## src/rtl/cpu_defs_pkg.sv

```systemverilog
// Shared definitions for the multicycle MIPS core.
// Contents:
//   fetch_state_t   2-bit fetch FSM encoding (FS_IDLE / FS_WAIT / FS_CAPTURE)
//   OP_*            primary opcode values seen in IR[31:26]
//   *_MSB / *_LSB   instruction field bit positions
//   PC_STEP         sequential PC increment
package cpu_defs_pkg;

  typedef enum logic [1:0] {
    FS_IDLE    = 2'd0,
    FS_WAIT    = 2'd1,
    FS_CAPTURE = 2'd2
  } fetch_state_t;

  localparam logic [5:0] OP_RTYPE = 6'h00;
  localparam logic [5:0] OP_J     = 6'h02;
  localparam logic [5:0] OP_JAL   = 6'h03;
  localparam logic [5:0] OP_BEQ   = 6'h04;
  localparam logic [5:0] OP_LW    = 6'h23;
  localparam logic [5:0] OP_SW    = 6'h2B;

  localparam int OPCODE_MSB = 31;
  localparam int OPCODE_LSB = 26;
  localparam int RS_MSB     = 25;
  localparam int RS_LSB     = 21;
  localparam int RT_MSB     = 20;
  localparam int RT_LSB     = 16;
  localparam int IMM_MSB    = 15;
  localparam int IMM_LSB    = 0;

  localparam logic [31:0] PC_STEP = 32'd4;

endpackage

```

## src/rtl/instr_register.sv

```systemverilog
// Instruction register with combinational field split.
// Ports:
//   clk       in   1   rising-edge clock
//   reset_n   in   1   asynchronous active-low clear (IR -> 0)
//   load      in   1   capture d into IR this edge
//   d         in   32  instruction word
//   opcode    out  6   IR[31:26]
//   rs        out  5   IR[25:21]
//   rt        out  5   IR[20:16]
//   imm       out  16  IR[15:0]
module instr_register
  import cpu_defs_pkg::*;
(
  input  logic        clk,
  input  logic        reset_n,
  input  logic        load,
  input  logic [31:0] d,
  output logic [5:0]  opcode,
  output logic [4:0]  rs,
  output logic [4:0]  rt,
  output logic [15:0] imm
);

  logic [31:0] ir;

  always_ff @(posedge clk or negedge reset_n) begin
    if (!reset_n) begin
      ir <= '0;
    end else if (load) begin
      ir <= d;
    end
  end

  assign opcode = ir[OPCODE_MSB:OPCODE_LSB];
  assign rs     = ir[RS_MSB:RS_LSB];
  assign rt     = ir[RT_MSB:RT_LSB];
  assign imm    = ir[IMM_MSB:IMM_LSB];

endmodule

```

## src/rtl/instr_fetch_unit.sv

```systemverilog
// Fetch stage of the multicycle MIPS core: issues a one-cycle read of the
// instruction memory at PC, waits MEM_LATENCY cycles, loads the word into the
// IR and advances PC by 4. Control can overwrite PC at any time (branch/jump).
//
// state      | meaning
// -----------+-----------------------------------------------------------
// FS_IDLE    | no fetch in flight; fetch_start launches one
// FS_WAIT    | read issued, counting down the memory latency
// FS_CAPTURE | mem_data valid: load IR, PC <= mem_addr + 4, pulse done
//
// Ports:
//   clk          in   1   rising-edge clock
//   reset_n      in   1   asynchronous active-low reset
//   fetch_start  in   1   request a fetch at current PC (ignored while busy)
//   pc_write     in   1   load pc_in into PC this edge (has priority)
//   pc_in        in   32  branch/jump target
//   mem_data     in   32  instruction memory read data
//   mem_addr     out  32  latched fetch address
//   mem_rd       out  1   one-cycle read strobe
//   fetch_busy   out  1   fetch in flight
//   fetch_done   out  1   one-cycle pulse, IR and PC updated
//   PCOut        out  32  current PC
//   OPCODE/RS/RT/Imediato  IR fields
//
// MEM_LATENCY is legal 1..15 (4-bit wait counter).
module instr_fetch_unit
  import cpu_defs_pkg::*;
#(
  parameter int          MEM_LATENCY = 2,
  parameter logic [31:0] RESET_PC    = 32'h0000_0000
) (
  input  logic        clk,
  input  logic        reset_n,
  input  logic        fetch_start,
  input  logic        pc_write,
  input  logic [31:0] pc_in,
  input  logic [31:0] mem_data,
  output logic [31:0] mem_addr,
  output logic        mem_rd,
  output logic        fetch_busy,
  output logic        fetch_done,
  output logic [31:0] PCOut,
  output logic [5:0]  OPCODE,
  output logic [4:0]  RS,
  output logic [4:0]  RT,
  output logic [15:0] Imediato
);

  localparam logic [3:0] CNT_LOAD = 4'(MEM_LATENCY - 1);

  fetch_state_t state, state_nx;
  logic [3:0]   cnt, cnt_nx;
  logic [31:0]  mem_addr_nx;
  logic [31:0]  pc_nx;
  logic         mem_rd_nx;
  logic         busy_nx;
  logic         done_nx;
  logic         ir_load;

  always_ff @(posedge clk or negedge reset_n) begin
    if (!reset_n) begin
      state <= FS_IDLE;
    end else begin
      state <= state_nx;
    end
  end

  always_comb begin
    state_nx    = state;
    cnt_nx      = cnt;
    mem_addr_nx = mem_addr;
    mem_rd_nx   = 1'b0;
    busy_nx     = fetch_busy;
    done_nx     = 1'b0;
    pc_nx       = PCOut;
    ir_load     = 1'b0;

    case (state)
      FS_IDLE: begin
        busy_nx = 1'b0;
        if (fetch_start) begin
          // Address is taken from the current PC, so a simultaneous
          // pc_write only affects the next fetch.
          mem_addr_nx = PCOut;
          mem_rd_nx   = 1'b1;
          cnt_nx      = CNT_LOAD;
          busy_nx     = 1'b1;
          state_nx    = FS_WAIT;
        end
      end
      FS_WAIT: begin
        busy_nx = 1'b1;
        if (cnt == 4'd0) begin
          state_nx = FS_CAPTURE;
        end else begin
          cnt_nx = cnt - 4'd1;
        end
      end
      FS_CAPTURE: begin
        ir_load  = 1'b1;
        pc_nx    = mem_addr + PC_STEP;
        done_nx  = 1'b1;
        busy_nx  = 1'b0;
        state_nx = FS_IDLE;
      end
      default: begin
        state_nx = FS_IDLE;
        cnt_nx   = 4'd0;
        busy_nx  = 1'b0;
      end
    endcase

    // A branch/jump target always wins, including over the sequential +4.
    if (pc_write) begin
      pc_nx = pc_in;
    end
  end

  always_ff @(posedge clk or negedge reset_n) begin
    if (!reset_n) begin
      cnt        <= 4'd0;
      mem_addr   <= '0;
      mem_rd     <= 1'b0;
      fetch_busy <= 1'b0;
      fetch_done <= 1'b0;
      PCOut      <= RESET_PC;
    end else begin
      cnt        <= cnt_nx;
      mem_addr   <= mem_addr_nx;
      mem_rd     <= mem_rd_nx;
      fetch_busy <= busy_nx;
      fetch_done <= done_nx;
      PCOut      <= pc_nx;
    end
  end

  instr_register u_ir (
    .clk     (clk),
    .reset_n (reset_n),
    .load    (ir_load),
    .d       (mem_data),
    .opcode  (OPCODE),
    .rs      (RS),
    .rt      (RT),
    .imm     (Imediato)
  );

endmodule

```

## config.mk

```make
export PLATFORM = sky130hd
export DESIGN_NAME = instr_fetch_unit
export DESIGN_NICKNAME = d
export VERILOG_FILES = /design/src/rtl/cpu_defs_pkg.sv /design/src/rtl/instr_register.sv /design/src/rtl/instr_fetch_unit.sv
export SDC_FILE = /design/constraint.sdc
export NUM_CORES = 1
export LEC_CHECK = 0
export ABC_AREA = 1
export BUFFER_PORTS_ARGS = -buffer_cell sky130_fd_sc_hd__buf_2
export CORE_UTILIZATION = 45
export DETAILED_ROUTE_END_ITERATION = 16
export PLACE_DENSITY = 0.72
export SYNTH_ARGS = -nofsm -noshare
export SYNTH_HDL_FRONTEND = slang
export SYNTH_SLANG_ARGS = --single-unit
```

## constraint.sdc

```tcl
create_clock -name clk -period 2.3 [get_ports clk]
set_clock_uncertainty 0.05 [all_clocks]
set_input_delay 0.575 -clock clk [delete_from_list [all_inputs] [get_ports clk]]
set_output_delay 0.575 -clock clk [all_outputs]
set_load 0.05 [all_outputs]
```

* Yosys cells after proc, flatten, opt, wreduce, memory -nomap -nowiden *
Cells that the tools add are included.

cells by class
  eq/ne operators = 5
  reductions and logical operators = 6
  bitwise gates (word level) = 1
  $add $sub $neg = 2
  multiplexer cells = 12

operators with widths
  kind                     count
  $mux W32                 2
  $add A32 B3 Y32 const B  1
  $pmux W4 S3              1
  $mux W4                  2
  $ne A2 B2 Y1 const B     3
  $logic_not A4 Y1         1
  $mux W2                  2
  $pmux W2 S2              1
  $reduce_and A2 Y1        2
  $sub A4 B1 Y4 const B    1
  $mux W1                  3
  $reduce_and A3 Y1        1
  $eq A2 B1 Y1 const B     1
  $eq A2 B2 Y1 const B     1
  $logic_not A2 Y1         1
  $pmux W1 S2              1
  $reduce_bool A2 Y1       1
  $not A1 Y1               1

storage, ports and cells
  word-level logic and storage cells = 34
  bits of input ports = 68
  bits in registers = 105
  output and inout port bits = 99

* Depth between registers and ports, before layout *
  depth in word-level cells = 3
  gate-level depth with buffers = 9
  mapped depth without buffers = 9

* Modules after synthesis *
Synthesis repeated with hierarchy kept, for this count alone.

unflattened totals
  cell total of the unflattened synthesis = 640
  area, all modules = 5,077.4 µm²

by module, submodules not included
  module            cells an instance  area each (µm²)  times used
  instr_fetch_unit  504                3,784.9          1
  instr_register    136                1,292.5          1

* Least setup slack after synthesis *
No wires, ideal clock.

  path type = flip-flop to flip-flop
  start = reg mem_addr[3]
  end = reg PCOut[24]
  slack = 0.473 ns
  path buffers = 0
  setup time = 0.118 ns
  data required time = 2.132 ns
  arrival time = 1.659 ns
  clock period less this slack = 1.827 ns
  cell stages (with the launch flop) = 9
  cell sequence = dfrtp_1 > ha_1 > nand2_1 > nor2_2 > nand2_1 > nor2_2 > nand3_1 > nand3_1 > nand2_1

between the ends
  word-level cells in the longest chain between the ends = 3

RTL lines
  item                    RTL line                 text
  from (decl)             instr_fetch_unit.sv:38   output logic [31:0] mem_addr,
  from (signal assigned)  instr_fetch_unit.sv:129  mem_addr <= mem_addr_nx;
  $add A32 B3 Y32         instr_fetch_unit.sv:101  pc_nx = mem_addr + PC_STEP;
  $mux W32                instr_fetch_unit.sv:78   case (state)
  $mux W32                instr_fetch_unit.sv:114  if (pc_write) begin
  to (signal assigned)    instr_fetch_unit.sv:133  PCOut <= pc_nx;
  to (decl)               instr_fetch_unit.sv:42   output logic [31:0] PCOut,

No other way between the ends. The select of a mux whose other input is x is not followed.
A chain may end at the register's enable or synchronous reset.

* Worst setup path after layout *
  start = reg mem_addr[19]
  end = out mem_addr[19]

No word-level cell between the ends.

==> results.cfg <==
[die]
pin_count = 167
rows = 38
die_y_um = 108.6
core_area_um2 = 10940
start_util_pct = 46.77
die_w_um = 108.6
dieArea_um2 = 11800

[sta]
finalSetupViolations = 0
worst_pin_slew_ns = 0.4150
rsz0062_at_grt = false
setup_tns_ns = 0
relSlewSlack_pct = 72.33
post-route-min-period_ns = 1.801
fmax_mhz = 555.2
hold_violations = 0
min_period_over_period_pct = 78.32
slew_violations = 0

[global_route]
grt_pass1_vias = 4530
antenna_found_initial = 0
grt_max_degree = 58
grt-ovfl-total = 0
grt_pass1_wl_mm = 21.35
gr-usage-all-layers_pct = 23.21

[logic_synthesis]
ys_warn_count = 0
synth-seq-area-share_pct = 51.37
synth_mux_area_share_pct = 0
synth-adder-area-share_pct = 0.4892
synth-simple-area-share_pct = 30.87
synth_top_family_by_area = simple AND/OR/NAND/NOR gates
synth_xor_area_share_pct = 1.370
synth.distinct_cells = 28
syn_inst = 657
synth-seq-cells = 105
synth.net_count = 727
syn_area_um2 = 5115
synth-compound-area-share_pct = 7.901
syn_avg_cell_area_um2 = 7.785

[layout]
area_growth_pct = 25.73
regArea_um2 = 2628
stdcell_count = 964
n_fill_cell = 1020
multi_input_area_um2 = 2078
n_antenna_cell = 0
final_layout_size_suffix_gt1_share_pct = 25.24
nNetsFinal = 889

[power_and_ir_drop]
swShare_pct = 51.71
p_int_uw = 4731
p_switching_uw = 5066
p_comb_share_pct = 49.0
pwr-share-seq_pct = 32.8
ir_drop_mv = 0.9054
power_density_nw_per_um2 = 1523
leakagePower_uw = 0.003467
clockPowerShare_pct = 18.2

[worst_setup_path]
crit_buf_inv = 1
cp-start-kind = flip-flop
cp_slowest_cell = dfrtp_1
path_delay_family = flip-flops
cp.arrival_ns = 1.18
worst-setup-path-type = reg -> out
crit_fanout = 7
crit_path_end_kind = primary output
slowest_delay_ns = 0.51
crit_chain = buf_2
crit_required_ns = 1.67

[clocking]
cts_buffers = 9
ctsResizeCount = 0
cts_hold_buf = 0
root_buffer = clkbuf_16
cts_tree = yes
clkSinkCount = 105
post_cts_buffers = 0
cts_htree_levels = 3
path_clk_slew_ns = 0.07
clockBufferDepth = 2
worstSkewPairLatency_ns = 0.35

[detailed_routing]
drtPass1Iterations = 5
drc = 0
ant_nets = 0
finalWirelength_mm = 13.01
routedWlPerCell_um = 13.49
drt_iter0_drc = 207
vias = 4669
viasPerCell = 4.843

[place]
hpwl_mm = 9.513
gp_congestion = 0.8883
dp_cells = 948
numPortBuffers = 166

[outcome]
status = finished clean

[job]
max_cap_violations = 0

[hold_path]
hold_path_class = in -> async
-- cell usage in the layout (no fill, tap or decap), types with 3 or more instances in the layout --
cell	n
nor2_4	6
dfrtp_1	105
buf_2	165
nand2_4	4
buf_12	3
xor2_1	7
o21ai_0	51
nor2_1	35
inv_1	72
buf_4	3
nand2_1	275
o211ai_1	4
o21bai_1	10
bufinv_16	3
o221ai_1	3
clkbuf_16	9
nand3_1	44
nor2_2	4
and2_1	3
-- layer usage --
layer / vias up / track usage, % / wire [um]
li1: 2351 / - / -
met1: 2158 / 30.93 / 5811
met2: 141 / 37.75 / 6174
met3: 19 / 4.961 / 797
met4: 0 / 7.625 / 221
met5: - / 0 / 0
-- logic make-up (layout without fill, tap and decap cells) --
| logic type | count (synthesis) | after routing |
|---|---|---|
| XOR/XNOR | 8 | 8 |
| AND/OR/NAND/NOR | 375 | 375 |
| adder cells (fa/ha/maj) | 2 | 2 |
| flip-flops | 105 | 105 |
| buffers and inverters | 96 | 263 |
| AO/OA/AOI/OAI | 71 | 71 |
-- metrics by stage --
| step | utilization (%) | setup slack, ns | instance area (um^2) | hold WS, ns | power [uW] |
|---|---|---|---|---|---|
| 2_1_floorplan | - | 0.4733 | 5115 | 0.2294 | 6803 |
| 5_1_grt | 58.81 | 0.4616 | 6431 | 0.1181 | 10370 |
| 3_3_place_gp | 55.60 | 0.7228 | 6080 | 0.4011 | 7943 |
| 4_1_cts | 58.81 | 0.5067 | 6431 | 0.1178 | 9859 |
| 6_report | 58.81 | 0.4987 | 6431 | 0.09974 | 9797 |
| 3_5_place_dp | 55.60 | 0.6739 | 6080 | 0.4048 | 8045 |
-- power by group through the flow --
stage          logic (uW)  clock network [uW]  registers, uW
6_report             4800                1790           3210
5_1_grt              5170                1890           3310
4_1_cts              4830                1820           3210
3_5_place_dp         4810                   0           3240
3_3_place_gp         4730                   0           3220
2_1_floorplan        1370                   0           5430
-- synthesized netlist by cell type --
cell / number / share of area, %
nor2_2: 4 / 0.49
ha_1: 2 / 0.49
and2_1: 3 / 0.37
o21ai_1: 2 / 0.20
dfrtp_1: 105 / 51
nand3_1: 44 / 4.3
nor2_4: 6 / 1.3
nor2_8: 1 / 0.39
o21ai_0: 51 / 5.0
inv_4: 2 / 0.24
nand4_1: 1 / 0.12
o221ai_1: 3 / 0.51
o21bai_1: 10 / 1.5
nand2_4: 4 / 0.88
o211ai_1: 4 / 0.59
xnor2_1: 1 / 0.17
xor2_1: 7 / 1.2
inv_2: 2 / 0.15
buf_6: 2 / 0.44
nand2_1: 275 / 20
clkbuf_8: 1 / 0.27
nor2_1: 35 / 2.6
clkbuf_1: 6 / 0.44
buf_4: 2 / 0.29
nand2_2: 2 / 0.24
o31ai_1: 1 / 0.15
buf_2: 9 / 0.88
inv_1: 72 / 5.3
-- final cells by class --
type / count / share of cell area [%]
clock buffer: 10 / 3.716
clock inverter: 6 / 1.751
inverter: 76 / 4.514
multi-input combinational: 456 / 32.32
sequential: 105 / 40.86
tap: 140 / 2.724
timing repair buffer: 171 / 14.12
-- sequential cells by signal, indices dropped and copies added (netlist names) --
register / cells
PCOut: 32
mem_addr: 32
u_ir.ir: 32
cnt: 4
state: 2
fetch_busy: 1
fetch_done: 1
mem_rd: 1
-- path summary, 6_finish.rpt --
check	from	slack, ns	to	cells past startpoint
min	reset_n	0.1	u_ir.ir[5]$_DFFE_PN0P_	1
max in group asynchronous	reset_n	1.51	mem_addr[15]$_DFFE_PN0P_	2
min in group clk	mem_data[18]	0.38	u_ir.ir[18]$_DFFE_PN0P_	3
max reg2reg	state[1]$_DFFE_PN0P_	0.65	PCOut[14]$_DFFE_PN0P_	7
min reg2reg	u_ir.ir[5]$_DFFE_PN0P_	0.41	u_ir.ir[5]$_DFFE_PN0P_	2
max	mem_addr[19]$_DFFE_PN0P_	0.50	mem_addr[19]	1
Power figures use the tool's default switching activity.
